## config.mk

```make
export PLATFORM = sky130hd
export DESIGN_NAME = iteration_controller_flat
export DESIGN_NICKNAME = d
export VERILOG_FILES = /design/src/rtl/iteration_controller_if.sv /design/src/rtl/iteration_controller.sv /design/src/flat_wrapper.sv
export SDC_FILE = /design/constraint.sdc
export NUM_CORES = 1
export LEC_CHECK = 0
export CAP_MARGIN = 20
export CORE_MARGIN = 1
export CORE_UTILIZATION = 49
export CTS_BUF_LIST = sky130_fd_sc_hd__clkbuf_4 sky130_fd_sc_hd__clkbuf_8
export CTS_CLUSTER_DIAMETER = 50
export DETAILED_ROUTE_END_ITERATION = 8
export PLACE_DENSITY = 0.84
export SYNTH_ARGS = -nofsm -noshare
export SYNTH_HDL_FRONTEND = slang
export SYNTH_SLANG_ARGS = --single-unit
```

## constraint.sdc

```tcl
create_clock -name aclk -period 2.7 [get_ports aclk]
set_clock_uncertainty 0.1 [all_clocks]
set_input_delay 0.27 -clock aclk [delete_from_list [all_inputs] [get_ports aclk]]
set_output_delay 0.27 -clock aclk [all_outputs]
set_load 0.1 [all_outputs]
```

## src/rtl/iteration_controller_if.sv

```systemverilog
// Job request and result handshake bundle for the iteration controller.
// slave  : the controller (accepts jobs, presents results).
// master : the job front-end / result consumer.
interface iteration_controller_if #(
    parameter int unsigned ID_W  = 8,
    parameter int unsigned CNT_W = 24
);
    logic             s_valid;
    logic             s_ready;
    logic [ID_W-1:0]  s_id;

    logic             m_valid;
    logic             m_ready;
    logic [ID_W-1:0]  m_id;
    logic [CNT_W-1:0] m_count;
    logic [1:0]       m_status;

    modport master (
        output s_valid, s_id, m_ready,
        input  s_ready, m_valid, m_id, m_count, m_status
    );

    modport slave (
        input  s_valid, s_id, m_ready,
        output s_ready, m_valid, m_id, m_count, m_status
    );
endinterface

```

## src/rtl/iteration_controller.sv

```systemverilog
// Sequencer for the iterative datapath and its iteration counter.
// Accepts one job at a time, clears the counter for CLR_CYCLES cycles,
// enables iteration until abort / convergence / overflow, then presents
// the captured count and termination status. All outputs are registered.
module iteration_controller #(
    parameter int unsigned CNT_W      = 24,
    parameter int unsigned ID_W       = 8,
    parameter int unsigned CLR_CYCLES = 2
) (
    input  logic                 aclk,
    input  logic                 aresetn,
    iteration_controller_if.slave bus,
    input  logic                 abort,
    input  logic                 converged_in,
    input  logic [CNT_W-1:0]     cnt_in,
    input  logic                 ovf_in,
    output logic                 clr_out,
    output logic                 iter_en,
    output logic                 busy
);

    localparam int unsigned         TMR_W    = $clog2(CLR_CYCLES) + 1;
    localparam logic [TMR_W-1:0]    TMR_LOAD = TMR_W'(CLR_CYCLES - 1);

    localparam logic [1:0] ST_CONV  = 2'b01;
    localparam logic [1:0] ST_OVF   = 2'b10;
    localparam logic [1:0] ST_ABORT = 2'b11;

    typedef enum logic [1:0] {
        IDLE,
        CLEAR,
        RUN,
        REPORT
    } state_t;

    state_t           state_q;
    logic [TMR_W-1:0] tmr_q;
    logic [ID_W-1:0]  job_id_q;
    logic             s_ready_q;
    logic             clr_q;
    logic             iter_q;
    logic             busy_q;
    logic             m_valid_q;
    logic [ID_W-1:0]  m_id_q;
    logic [CNT_W-1:0] m_count_q;
    logic [1:0]       m_status_q;

    // Sequencer FSM; each output register is updated together with the state
    // it belongs to. s_ready is held low during reset and rises on the first
    // edge after release.
    always_ff @(posedge aclk or posedge aresetn) begin
        if (aresetn) begin
            state_q    <= IDLE;
            tmr_q      <= '0;
            job_id_q   <= '0;
            s_ready_q  <= 1'b0;
            clr_q      <= 1'b1;
            iter_q     <= 1'b0;
            busy_q     <= 1'b0;
            m_valid_q  <= 1'b0;
            m_id_q     <= '0;
            m_count_q  <= '0;
            m_status_q <= '0;
        end else begin
            case (state_q)
                IDLE: begin
                    s_ready_q <= 1'b1;
                    if (bus.s_valid && s_ready_q) begin
                        job_id_q  <= bus.s_id;
                        tmr_q     <= TMR_LOAD;
                        s_ready_q <= 1'b0;
                        busy_q    <= 1'b1;
                        state_q   <= CLEAR;
                    end
                end
                CLEAR: begin
                    if (tmr_q == '0) begin
                        clr_q   <= 1'b0;
                        iter_q  <= 1'b1;
                        state_q <= RUN;
                    end else begin
                        tmr_q <= tmr_q - TMR_W'(1);
                    end
                end
                RUN: begin
                    if (abort || converged_in || ovf_in) begin
                        m_count_q <= cnt_in;
                        m_id_q    <= job_id_q;
                        if (abort) begin
                            m_status_q <= ST_ABORT;
                        end else if (converged_in) begin
                            m_status_q <= ST_CONV;
                        end else begin
                            m_status_q <= ST_OVF;
                        end
                        m_valid_q <= 1'b1;
                        iter_q    <= 1'b0;
                        clr_q     <= 1'b1;
                        state_q   <= REPORT;
                    end
                end
                REPORT: begin
                    if (bus.m_ready) begin
                        m_valid_q <= 1'b0;
                        busy_q    <= 1'b0;
                        s_ready_q <= 1'b1;
                        state_q   <= IDLE;
                    end
                end
                default: begin
                    state_q <= IDLE;
                end
            endcase
        end
    end

    assign bus.s_ready  = s_ready_q;
    assign bus.m_valid  = m_valid_q;
    assign bus.m_id     = m_id_q;
    assign bus.m_count  = m_count_q;
    assign bus.m_status = m_status_q;
    assign clr_out      = clr_q;
    assign iter_en      = iter_q;
    assign busy         = busy_q;

endmodule

```

## src/flat_wrapper.sv

```systemverilog
// flat-port wrapper written by rule: the top's interface ports become plain ports
module iteration_controller_flat 
#(
    parameter int unsigned CNT_W      = 24,
    parameter int unsigned ID_W       = 8,
    parameter int unsigned CLR_CYCLES = 2
)
  (aclk, aresetn, abort, converged_in, cnt_in, ovf_in, clr_out, iter_en, busy, bus_s_valid, bus_s_id, bus_m_ready, bus_s_ready, bus_m_valid, bus_m_id, bus_m_count, bus_m_status);
  iteration_controller_if #(.ID_W(ID_W), .CNT_W(CNT_W)) bus_i ();
  input  logic aclk;
  input  logic aresetn;
  input  logic abort;
  input  logic converged_in;
  input  logic [CNT_W-1:0] cnt_in;
  input  logic ovf_in;
  output logic clr_out;
  output logic iter_en;
  output logic busy;
  input wire logic [$bits(bus_i.s_valid)-1:0] bus_s_valid;
  input wire logic [$bits(bus_i.s_id)-1:0] bus_s_id;
  input wire logic [$bits(bus_i.m_ready)-1:0] bus_m_ready;
  output wire logic [$bits(bus_i.s_ready)-1:0] bus_s_ready;
  output wire logic [$bits(bus_i.m_valid)-1:0] bus_m_valid;
  output wire logic [$bits(bus_i.m_id)-1:0] bus_m_id;
  output wire logic [$bits(bus_i.m_count)-1:0] bus_m_count;
  output wire logic [$bits(bus_i.m_status)-1:0] bus_m_status;
  assign bus_i.s_valid = bus_s_valid;
  assign bus_i.s_id = bus_s_id;
  assign bus_i.m_ready = bus_m_ready;
  assign bus_s_ready = bus_i.s_ready;
  assign bus_m_valid = bus_i.m_valid;
  assign bus_m_id = bus_i.m_id;
  assign bus_m_count = bus_i.m_count;
  assign bus_m_status = bus_i.m_status;
  iteration_controller #(.CNT_W(CNT_W), .ID_W(ID_W), .CLR_CYCLES(CLR_CYCLES)) u_core (.aclk(aclk), .aresetn(aresetn), .bus(bus_i), .abort(abort), .converged_in(converged_in), .cnt_in(cnt_in), .ovf_in(ovf_in), .clr_out(clr_out), .iter_en(iter_en), .busy(busy));
endmodule
```

## Yosys cells after proc, flatten, opt, wreduce, memory -nomap -nowiden

Cells that the tools add are included.

| storage, ports and cells | value |
|---|---|
| bits in registers | 51 |
| input port bits | 39 |
| logic and storage cells | 59 |

| operators by class | value |
|---|---|
| add/subtract/negate cells | 1 |
| mux-type cells | 22 |
| eq/ne operators | 8 |
| reductions and logical operators | 17 |

Operator list:

| operator | number |
|---|---|
| 2-bit 2-to-1 mux | 7 |
| 3-bit AND reduction | 4 |
| 1-bit case mux with 2 select lines | 5 |
| 1-bit 2-to-1 mux | 8 |
| 2-bit case mux with 4 select lines | 1 |
| 2-bit nonzero test | 4 |
| 2-bit by 1-bit != test with 1-bit output, second input constant | 3 |
| 2-bit AND reduction | 3 |
| 2-bit == test, second input constant | 2 |
| 2-bit logical NOT | 2 |
| 2-bit != test, second input constant | 2 |
| 2-bit case mux with 2 select lines | 1 |
| 4-bit AND reduction | 1 |
| 2-bit by 1-bit == test with 1-bit output, second input constant | 1 |
| 1-bit logical OR | 2 |
| 2-bit by 1-bit subtractor with 2-bit output, second input constant | 1 |
| 1-bit logical AND | 1 |

## Longest topological paths before layout

| depth | value |
|---|---|
| depth in word-level cells | 4 |
| gate-level depth with buffers | 7 |

## Least setup slack after synthesis

No wires, ideal clock.

| timing path | value |
|---|---|
| kind | reg-to-reg |
| from | reg u_core.s_ready_q, in the netlist u_core.bus.s_ready |
| to | reg u_core.state_q[1] |
| setup time | 128 ps |
| setup slack | 588 ps |
| arrival time | 1,885 ps |
| buffers on the path | 0 |
| cell stages (with the launch flop) | 4 |
| clock period less this slack | 2,112 ps |
| cells stage by stage | dfrtp_1 a21boi_1 a2111oi_4 mux2_1 |

| between the ends | value |
|---|---|
| word-level cells in the longest chain between the ends | 3 |

RTL lines:

| element | line | RTL |
|---|---|---|
| start: declaration | iteration_controller.sv:39 | `logic s_ready_q;` |
| start signal: assignment | iteration_controller.sv:56 | `s_ready_q <= 1'b0;` |
| start signal: assignment | iteration_controller.sv:67 | `s_ready_q <= 1'b1;` |
| start signal: assignment | iteration_controller.sv:71 | `s_ready_q <= 1'b0;` |
| 1-bit logical AND | iteration_controller.sv:68 | `if (bus.s_valid && s_ready_q) begin` |
| 2-bit by 1-bit != test with 1-bit output (no source line) | -- |  |
| 4-bit AND reduction (no source line) | -- |  |
| end signal: assignment | iteration_controller.sv:73 | `state_q <= CLEAR;` |
| end signal: assignment | iteration_controller.sv:80 | `state_q <= RUN;` |
| end signal: assignment | iteration_controller.sv:99 | `state_q <= REPORT;` |
| end: declaration | iteration_controller.sv:36 | `state_t state_q;` |

No other way between the ends.
A chain may end at the register's enable or synchronous reset.

## Worst setup path in the final report

| timing path | value |
|---|---|
| from | reg u_core.state_q[0] |
| to | reg u_core.state_q[1] |

| between the ends | value |
|---|---|
| word-level cells in the longest chain between the ends | 3 |

RTL lines:

| element | line | RTL |
|---|---|---|
| start signal: assignment | iteration_controller.sv:53 | `state_q <= IDLE;` |
| start signal: assignment | iteration_controller.sv:73 |  |
| start signal: assignment | iteration_controller.sv:80 |  |
| 2-bit == test, or another cell as far along | iteration_controller.sv:65 | `case (state_q)` |
| 2-bit != test (no source line) / 2-bit by 1-bit != test with 1-bit output (equally long branches) | -- |  |
| 4-bit AND reduction (no source line) | -- |  |

Parallel ways exist; a longest one is shown, timed or not.

==> impl_results.md <==
- Critical Path RT: 2.78 ns
- Io pins: 78
- Die ar.: 4635 sq um
- Commonest non-fill, non-tap cell in the layout: dfrtp_1
- Core Area: 4086 sq um
- Reg clk slew, reported paths: 0.08 ns
- Min Tclk post-route: 1.993 ns
- Bufs on Longest Clock Path: 2
- First-pass GRT wire length: ~6400 um
- GRT overflow: 0
- Nets: 274
- Worst hold path class: in -> async
- Fin crit share: 0.7383
- Cell count along the critical path: 5
- Outcome: finished clean
- CP max FO: 8
- Reg-to-reg startpoint: u_core.state_q[0]$_DFFE_PP0P_
- Setup Crit Path Kind: reg -> reg
- Vias: 1435
- Setup TNS: 0 ns
- Reg-to-reg endpoint: u_core.state_q[1]$_DFFE_PP0P_
- Transition time of the tightest slew-check pin: 0.6256 ns
- Setup repair after global routing missed its margin: false
- Crit path largest cell delay: 0.45 ns
- Sequential share of the synthesized area: 0.5971
- Number of global-route vias before repair: 1445
- Worst path slowest cell: nor4b_2
- Final WL: 4294 um
- Reg-to-reg slack, setup: between 0.7 and 0.8 ns
- Crit-path cells: inv_1, ha_1, nor4b_2, a2111oi_4, mux2_1
- YS warnings: 0
- CTS Buf Count: 5
- Max Freq: ~500 MHz
- Worst setup SP type: flip-flop
- Fraction of layout cells with a size suffix above 1: 0.3870
- Global Route met2 Usage: 0.3358
- Slew Viols, Final: 0
- FILL cells: 296
- Final-report setup violation count: 0
- Hpwl dp: 3105 um
- Global routing's busiest layer: met2
- CP top delay family: simple AND/OR/NAND/NOR gates
- Initial Util: 0.5236
- DRT Pass-1 Iters: 4
- Pin count of the biggest net entering global routing: 52
- Sink Count: between 50 and 60
- Post-route cell area: 2958 sq um
- Post-DP Area: 2851 sq um
- CP Buf/Inv Count: 1
- Via-per-instance ratio: 5.125
- Met3 usage: 0.04833
- Syn_nets: 192
- Number of routed nets with antenna violations: 0
- Final hold viol count: 0
- Die Span X: 68.08 um
- Wire length per cell: 15.34 um
- Htree depth: 2
- All-Layer GR Usage: 0.1896
- Post-CTS Setup Bufs: 0
- Synthesized cell area: around 2100 sq um
- CTS Hold Bufs: 0
- Ant. Diodes: 0
- Synth Instances: 148
- Worst Setup End Kind: flip-flop
- FP Rows: 23
- Area occupied by multi-input gates: between 700 and 800 sq um
- Routability Congestion: 0.7091
- Worst r2r path cells: 5
- Initial antenna violation count: 0
- PortBufs: 77
- Met1 Use GR: 0.2186
- Post-cts resize count: 0
- First-iteration detailed-routing DRC count: 47
- Data arrival, critical path: 2.07 ns
- Syn Area/Cell: 14.46 sq um
- Residual DRC: 0
- Count of different cell masters after synthesis: 26
- Clk root buf: clkbuf_8
- Worst skew pair latency: about 0.29 ns
- Die extent in y: 68.08 um
- Syn-to-layout area delta: 38.25%
- TritonCTS clock tree: done
- Reg area: roughly 1300 sq um
- Worst-case headroom to the max-slew limit: 0.5830
- Synth Register Bits: 51
- Max Cap Viol: 0
- Most frequent cells in the layout: dfrtp_1 (50), buf_4 (41), clkdlybuf4s50_1 (38)
how the worst max path moves through the flow:
stage               slack (ns)                            endpoint                            from
floorplan                 0.59       u_core.state_q[1]$_DFFE_PP0P_  u_core.bus.s_ready$_DFFE_PP0P_
global placement          0.65  u_core.bus.m_count[12]$_DFFE_PP0P_                    converged_in
detailed placement        0.60  u_core.bus.m_count[11]$_DFFE_PP0P_                    converged_in
CTS                       0.70       u_core.state_q[1]$_DFFE_PP0P_   u_core.state_q[0]$_DFFE_PP0P_
global route              0.59       u_core.state_q[1]$_DFFE_PP0P_   u_core.state_q[0]$_DFFE_PP0P_
finish                    0.71       u_core.state_q[1]$_DFFE_PP0P_   u_core.state_q[0]$_DFFE_PP0P_
metal layers:
layer / routed length, um / part of all wire / up-vias
met5: 0 / 0 / -
met4: 46 / 0.011 / 0
met3: 195 / 0.045 / 4
met2: 2310 / 0.54 / 36
met1: 1742 / 0.41 / 720
li1: - / - / 675
cell families after synthesis:
| kind of cell | Yosys count | synth area share |
|---|---|---|
| flip-flops | 51 | 0.5971 |
| multiplexers | 42 | 0.2205 |
| AO/OA/AOI/OAI | 20 | 0.07662 |
| AND/OR/NAND/NOR | 18 | 0.04444 |
| buffers and inverters | 12 | 0.03216 |
| adder cells (fa/ha/maj) | 5 | 0.02924 |
worst register-to-register path, cell delays in order, from the launching register on:
cell and delay, ns:
dfrtp_1 0.41, inv_1 0.12, ha_1 0.35, nor4b_2 0.45
a2111oi_4 0.10, mux2_1 0.34
state kept, by name (all words and copies together) (netlist names):
signal,flops
u_core.bus.m_id,8
u_core.tmr_q,2
u_core.busy,1
u_core.job_id_q,8
u_core.state_q,2
u_core.bus.m_status,2
u_core.clr_out,1
u_core.bus.m_count,24
u_core.bus.m_valid,1
u_core.iter_en,1
u_core.bus.s_ready,1
synth_stat cells:
cell type	count	share of area
o22a_1	2	0.0082
nand2_1	4	0.0070
o2bb2ai_1	1	0.0041
a31oi_1	1	0.0029
a2111oi_4	1	0.013
dfstp_2	1	0.012
o21ai_0	6	0.014
dfrtp_1	50	0.58
a2bb2oi_1	1	0.0041
nand3_1	1	0.0023
inv_1	8	0.014
mux2_1	5	0.026
mux2_2	36	0.19
mux2i_1	1	0.0047
o31ai_4	1	0.0099
nand2b_1	3	0.0088
nor4b_2	1	0.0070
ha_1	5	0.029
o31ai_1	1	0.0035
nor2b_1	3	0.0088
buf_6	3	0.016
nor2_1	6	0.011
a22o_1	1	0.0041
buf_2	1	0.0023
a21boi_1	1	0.0035
a21oi_1	4	0.0094
metrics by stage:
stage               setup slack (ns)    util  hold slack [ns]  instances
floorplan                     0.5876       -           0.2960        148
global placement              0.6534  0.6978           0.3517        273
detailed placement            0.5954  0.6978           0.3832        273
CTS                           0.6959  0.7238           0.3800        280
global route                  0.5858  0.7238           0.4145        280
finish                        0.7067  0.7238           0.3717        280
area by class of cell:
class / count / area share
Timing Repair Buffer: 79 / 0.2327
Sequential cell: 51 / 0.4319
Clock inverter: 1 / 0.01015
Inverter: 8 / 0.01015
Clock buffer: 6 / 0.02580
Multi-Input combinational cell: 85 / 0.2682
Tap cell: 50 / 0.02115
Power is not shown: default switching activity piles up to over one toggle a cycle in this logic, so the estimate is an artifact.
